$ cat src/rtl/multicycle_control_fsm.sv
// Main control sequencer for the multi-cycle RV32I core: steps one instruction through
// fetch, decode, execute, memory and write-back, with memory timeout and illegal-opcode traps.
module multicycle_control_fsm #(
    parameter int MEM_TIMEOUT = 16
) (
    input  logic        clk,
    input  logic        rst_n,
    input  logic        run,
    input  logic [6:0]  opcode,
    input  logic        zero,
    input  logic        mem_ready,
    output logic        pc_write,
    output logic        pc_src,
    output logic        iord,
    output logic        mem_read,
    output logic        mem_write,
    output logic        ir_write,
    output logic        reg_write,
    output logic        mem_to_reg,
    output logic        alu_src_a,
    output logic [1:0]  alu_src_b,
    output logic [1:0]  aluop,
    output logic        busy,
    output logic        retire,
    output logic        fault,
    output logic [1:0]  fault_code,
    output logic [31:0] instr_count
);

    localparam int CW = (MEM_TIMEOUT > 1) ? $clog2(MEM_TIMEOUT) : 1;

    localparam logic [6:0] OP_R      = 7'b0110011;
    localparam logic [6:0] OP_LOAD   = 7'b0000011;
    localparam logic [6:0] OP_STORE  = 7'b0100011;
    localparam logic [6:0] OP_BRANCH = 7'b1100011;

    localparam logic [1:0] FC_ILLEGAL = 2'b01;
    localparam logic [1:0] FC_TIMEOUT = 2'b10;

    typedef enum logic [3:0] {
        S_IDLE,
        S_FETCH,
        S_DECODE,
        S_MEM_ADDR,
        S_MEM_RD,
        S_MEM_WR,
        S_WB_MEM,
        S_EXEC_R,
        S_WB_R,
        S_BRANCH,
        S_FAULT
    } state_e;

    state_e        state_q, state_d;
    logic [CW-1:0] wait_cnt_q, wait_cnt_d;
    logic [31:0]   instr_count_q, instr_count_d;
    logic [1:0]    fault_code_q, fault_code_d;

    logic in_mem_state;
    logic timeout;

    always_comb begin
        // NOTE: every signal written here gets a default first, so no path can infer a latch.
        state_d       = state_q;
        fault_code_d  = fault_code_q;
        instr_count_d = instr_count_q;
        wait_cnt_d    = '0;
        pc_write      = 1'b0;
        pc_src        = 1'b0;
        iord          = 1'b0;
        mem_read      = 1'b0;
        mem_write     = 1'b0;
        ir_write      = 1'b0;
        reg_write     = 1'b0;
        mem_to_reg    = 1'b0;
        alu_src_a     = 1'b0;
        alu_src_b     = 2'b00;
        aluop         = 2'b00;
        retire        = 1'b0;

        in_mem_state = (state_q == S_FETCH) || (state_q == S_MEM_RD) || (state_q == S_MEM_WR);
        timeout      = in_mem_state && !mem_ready && (MEM_TIMEOUT != 0)
                       && (wait_cnt_q == CW'(MEM_TIMEOUT - 1));

        // Leaving a memory state (or any ready cycle) zeroes the counter, which covers "clear on entry".
        if (in_mem_state && !mem_ready && (MEM_TIMEOUT != 0) && !timeout) begin
            wait_cnt_d = wait_cnt_q + 1'b1;
        end

        unique case (state_q)
            S_IDLE: begin
                if (run) state_d = S_FETCH;
            end
            S_FETCH: begin
                mem_read  = 1'b1;
                alu_src_b = 2'b01;
                if (mem_ready) begin
                    ir_write = 1'b1;
                    pc_write = 1'b1;
                    state_d  = S_DECODE;
                end
            end
            S_DECODE: begin
                alu_src_b = 2'b10;
                if (opcode == OP_R) begin
                    state_d = S_EXEC_R;
                end else if (opcode == OP_LOAD || opcode == OP_STORE) begin
                    state_d = S_MEM_ADDR;
                end else if (opcode == OP_BRANCH) begin
                    state_d = S_BRANCH;
                end else begin
                    state_d      = S_FAULT;
                    fault_code_d = FC_ILLEGAL;
                end
            end
            S_MEM_ADDR: begin
                alu_src_a = 1'b1;
                alu_src_b = 2'b10;
                state_d   = (opcode == OP_LOAD) ? S_MEM_RD : S_MEM_WR;
            end
            S_MEM_RD: begin
                iord     = 1'b1;
                mem_read = 1'b1;
                if (mem_ready) state_d = S_WB_MEM;
            end
            S_MEM_WR: begin
                iord      = 1'b1;
                mem_write = 1'b1;
                retire    = mem_ready;
            end
            S_WB_MEM: begin
                reg_write  = 1'b1;
                mem_to_reg = 1'b1;
                retire     = 1'b1;
            end
            S_EXEC_R: begin
                alu_src_a = 1'b1;
                aluop     = 2'b10;
                state_d   = S_WB_R;
            end
            S_WB_R: begin
                reg_write = 1'b1;
                retire    = 1'b1;
            end
            S_BRANCH: begin
                alu_src_a = 1'b1;
                aluop     = 2'b01;
                pc_src    = 1'b1;
                pc_write  = zero;
                retire    = 1'b1;
            end
            S_FAULT: begin
                state_d = S_FAULT;
            end
            default: begin
                state_d = S_IDLE;
            end
        endcase

        // run is only looked at here and in IDLE, so dropping it never aborts an instruction.
        if (retire) begin
            instr_count_d = instr_count_q + 32'd1;
            state_d       = run ? S_FETCH : S_IDLE;
        end

        if (timeout) begin
            state_d      = S_FAULT;
            fault_code_d = FC_TIMEOUT;
        end
    end

    assign busy        = (state_q != S_IDLE) && (state_q != S_FAULT);
    assign fault       = (state_q == S_FAULT);
    assign fault_code  = fault_code_q;
    assign instr_count = instr_count_q;

    always_ff @(posedge clk or negedge rst_n) begin
        // NOTE: state registers use non-blocking assignments so all flops update from pre-edge values.
        if (!rst_n) begin
            state_q       <= S_IDLE;
            wait_cnt_q    <= '0;
            instr_count_q <= '0;
            fault_code_q  <= 2'b00;
        end else begin
            state_q       <= state_d;
            wait_cnt_q    <= wait_cnt_d;
            instr_count_q <= instr_count_d;
            fault_code_q  <= fault_code_d;
        end
    end

endmodule

$ cat config.mk
export PLATFORM = sky130hd
export DESIGN_NAME = multicycle_control_fsm
export DESIGN_NICKNAME = d
export VERILOG_FILES = /design/src/rtl/multicycle_control_fsm.sv
export SDC_FILE = /design/constraint.sdc
export NUM_CORES = 1
export LEC_CHECK = 0
export ABC_AREA = 0
export CORE_MARGIN = 8
export CORE_UTILIZATION = 35
export DETAILED_ROUTE_END_ITERATION = 10
export PLACE_DENSITY_LB_ADDON = 0.3
export SLEW_MARGIN = 10
export SYNTH_ARGS = -nofsm -noshare
export SYNTH_HDL_FRONTEND = slang
export SYNTH_SLANG_ARGS = --single-unit
$ cat constraint.sdc
create_clock -name clk -period 3.1 [get_ports clk]
set_input_delay 0.775 -clock clk [delete_from_list [all_inputs] [get_ports clk]]
set_output_delay 0.775 -clock clk [all_outputs]
set_load 0.05 [all_outputs]
==> flow_summary_export.csv <==
group,metric,value,unit
sta,min_period,2.95,ns
critical_path,cpPeakStageDelay,0.52,ns
synthesis,synthTopCellsByCount,"dfrtp_1 (42), xor2_1 (27), nand2_1 (19)",
floorplanning,start_util,0.359,
synthesis,ys_seq_area_frac,0.436,
min_path,hold_class,"register to register",
route,totalWireLength,5.76,mm
synthesis,syn_avg_cell_area,10.2,um^2
critical_path,critical_path.top_delay_family,"buffers and inverters",
synthesis,synth_top_area_share,0.436,
critical_path,reg2reg_slack,0.82,ns
critical_path,end_kind,"output port",
sta,slew_violations,0,
sta,setup_viol,0,
global_route,grt_max_degree,43,
global_route,antenna_found_initial,0,
sta,max_slew_margin,0.387,
sta,rsz0062_at_grt,"no",
clock_network,clk_pin_slew,0.09,ns
sta,fmax,0.339,GHz
sta,hold_viol_final,0,
clock_network,cts_tree,"built",
floorplanning,die_area,9800,um^2
route,wire_per_inst,15.2,um
global_route,grtUsageMet1,0.163,
min_path,min_to,"instr_count[31]$_DFFE_PN0P_",
critical_path,cp.arrival,2.17,ns
route,viasPerCell,5.28,
placement,numPortBuffers,61,
min_path,min_path_cells,1,
synthesis,ys_seq_elements,42,
finish,diodes,0,
synthesis,syn_nets,251,
critical_path,startpoint_type,"input port",
critical_path,critPathSlowestCell,"clkdlybuf4s50_1",
synthesis,synth_edf_count,0,
finish,fin_nets,311,
critical_path,timing.rr.end,"instr_count[31]$_DFFE_PN0P_",
power_and_ir_drop,ir_drop,0.000551,V
placement,place_congestion,0.814,
global_route,grt_pass1_vias,1988,
synthesis,ys_async_sr_fraction,1.00,
critical_path,cp_data_required_time,2.32,ns
synthesis,yosysMostFrequentCell,"dfrtp_1",
clock_network,cts_root_buf,"clkbuf_8",
sta,setup-tns-final,0,ns
route,firstDrtPassIters,4,
route,via_count,1994,
clock_network,numCtsBuffers,5,
critical_path,crit_buf_inv,4,
synthesis,synth_area,2410,um^2
route,dr.first_iter.drc_count,103,
sta,fin_skew,0.00719,ns
power_and_ir_drop,power,2.35,mW
placement,hpwl,4.20,mm
global_route,use_met2,0.189,
synthesis,synth_cell_types,49,
synthesis,synth_cells,237,
clock_network,clockBufferDepth,2,
route,drc,0,
finish,layout-drive-gt1-share,0.131,
floorplanning,die_y,99,um
global_route,busiest_layer,"met2",
synthesis,yosysWarnings,0,
flow_run,cap_violations,0,
clock_network,cts_max_level,2,
synthesis,yosysTopAreaCell,"dfrtp_1",
power_and_ir_drop,powerDensity,729,nW/um^2
global_route,grt_overflow,0,
finish,fin_cells,378,
sta,min_period_over_period,0.950,
synthesis,synth_area_leaders,"dfrtp_1 (44%), xor2_1 (9.8%), nor4_2 (4.2%), nand2_1 (3.0%), nor4_1 (2.6%)",
critical_path,r2r_start,"state_q[2]$_DFFE_PN0P_",
critical_path,ff2ff_path_depth,6,
clock_network,cts_sinks,42,
global_route,grt_pass1_wl,9.98,mm
placement,place_inst,370,
critical_path,worstPathCellList,"clkdlybuf4s50_1 > nor4bb_1 > buf_4 > a211oi_4 > inv_1 > buf_4",
floorplanning,core,6720,um^2
sta,worst_pin_slew,0.920,ns
route,ant_nets,0,
min_path,min_from,"instr_count[31]$_DFFE_PN0P_",
power_and_ir_drop,p_leak,1.51,nW
floorplanning,core.rowCount,30,
clock_network,postCtsSetupBuffers,0,
run_status,status,"finished clean",
clock_network,clk_latency,0.30,ns
floorplanning,io_pins,62,
critical_path,crit_fanout,2,
critical_path,critical_path_class,"input port to output port",
synthesis,ys.flop_type,"dfrtp_1",
global_route,grt_use_met3,0.0352,
floorplanning,die_w,99,um
finish,syn2layout_area_growth,33.6,%
global_route,grtUsageTotal,0.124,
critical_path,crit_path_frequent_cell,"buf_4",
[flip-flops by register name, summed over array words and instances (netlist names)]
signal	flops
instr_count	32
wait_cnt_q	4
fault_code	2
state_q	4
[worst register-to-register path: cells and delay by family (launching register included)]
kind,cells,cell delay [ns]
xor gates and xnor gates,1,0.18
DFF,1,0.51
AOI/OAI and AO/OA,1,0.08
and+or+nand+nor,2,0.93
buffers and inverters,2,0.52
[area by class of cell]
class / count / area (um^2)
Clock buffer: 5 / 68.8
Clock inverter: 3 / 43.8
Fill cell: 631 / 3500
Inverter: 4 / 15.0
Multi-Input combinational cell: 176 / 1270
Sequential cell: 42 / 1050
Tap cell: 80 / 100
Timing Repair Buffer: 68 / 671
[where the power goes]
group	internal (mW)	leakage (nW)	switching (mW)
registers	0.609	0.570	0.132
logic	0.419	0.883	0.749
clock network	0.241	0.0585	0.199
[per-stage QoR]
step | setup WS [ns] | cell area [um^2] | utilization | hold WS, ns
detailed placement | 0.218 | 3100 | 0.462 | 0.465
finish | 0.154 | 3220 | 0.480 | 0.470
floorplan | 0.0417 | 2420 | - | 0.460
global route | 0.0103 | 3220 | 0.480 | 0.501
global placement | 0.196 | 3100 | 0.462 | 0.457
CTS | 0.132 | 3220 | 0.479 | 0.480
[timing repair]
| action | 4_1_cts | 5_1_grt |
|---|---|---|
| setup endpoints to repair | 0 | 2 |
| gates resized for setup | 0 | 2 |
| hold buffers | 0 | 0 |
[how the worst max path moves through the flow]
stage                                      start            to  slack, ns  depth (start not counted)
after floorplan           state_q[3]$_DFFE_PN0P_      pc_write       0.04                          4
after global placement                 mem_ready        retire       0.20                          6
after detailed placement               mem_ready        retire       0.22                          6
after CTS                 state_q[0]$_DFFE_PN0P_      aluop[0]       0.13                          3
after global routing      state_q[0]$_DFFE_PN0P_  alu_src_b[0]       0.01                          3
final                                  mem_ready        retire       0.15                          6
[per-layer routing]
metal,vias to the layer above,wire length (um)
met5,-,0
met4,0,87
met3,7,304
met2,52,2620
met1,962,2750
li1,973,-
[placed cells by master, fill, tap and decap left out, types with 2 or more instances in the layout]
master           Yosys  routed
nor4_2               8       8
buf_4                1      12
nor3_1               6       5
xor2_1              27      27
o31ai_1              2       2
ha_1                 2       2
nor2_1              14      14
nor4b_1              4       4
inv_1                4       4
buf_12               1       2
xnor2_1              6       6
nor3b_1              3       3
and2_1               5       5
a21oi_1              2       2
nor4bb_1             3       3
dlymetal6s2s_1       0       2
nand2b_1             4       4
a21o_1               5       5
nand4_1              5       5
mux2i_1              2       2
nand2_1             19      19
nor2b_1              6       6
dfrtp_1             42      42
nand3_1             10      10
nor4_1              10      10
clkbuf_8             0       5
and3_1               5       5
o21ai_0              7       7
clkdlybuf4s50_1      0      51
and4_1               3       3
[logic make-up (layout without fill, tap and decap cells)]
logic type,after synthesis,count (layout),share of synthesized area
compound gates,26,26,0.0737
xor+xnor,33,33,0.120
fa+ha+maj,2,2,0.0104
buf+inv,19,80,0.0436
flops,42,42,0.436
mux,3,3,0.0130
simple gates,112,112,0.304
Note: power is estimated with default switching activity, not from simulation.
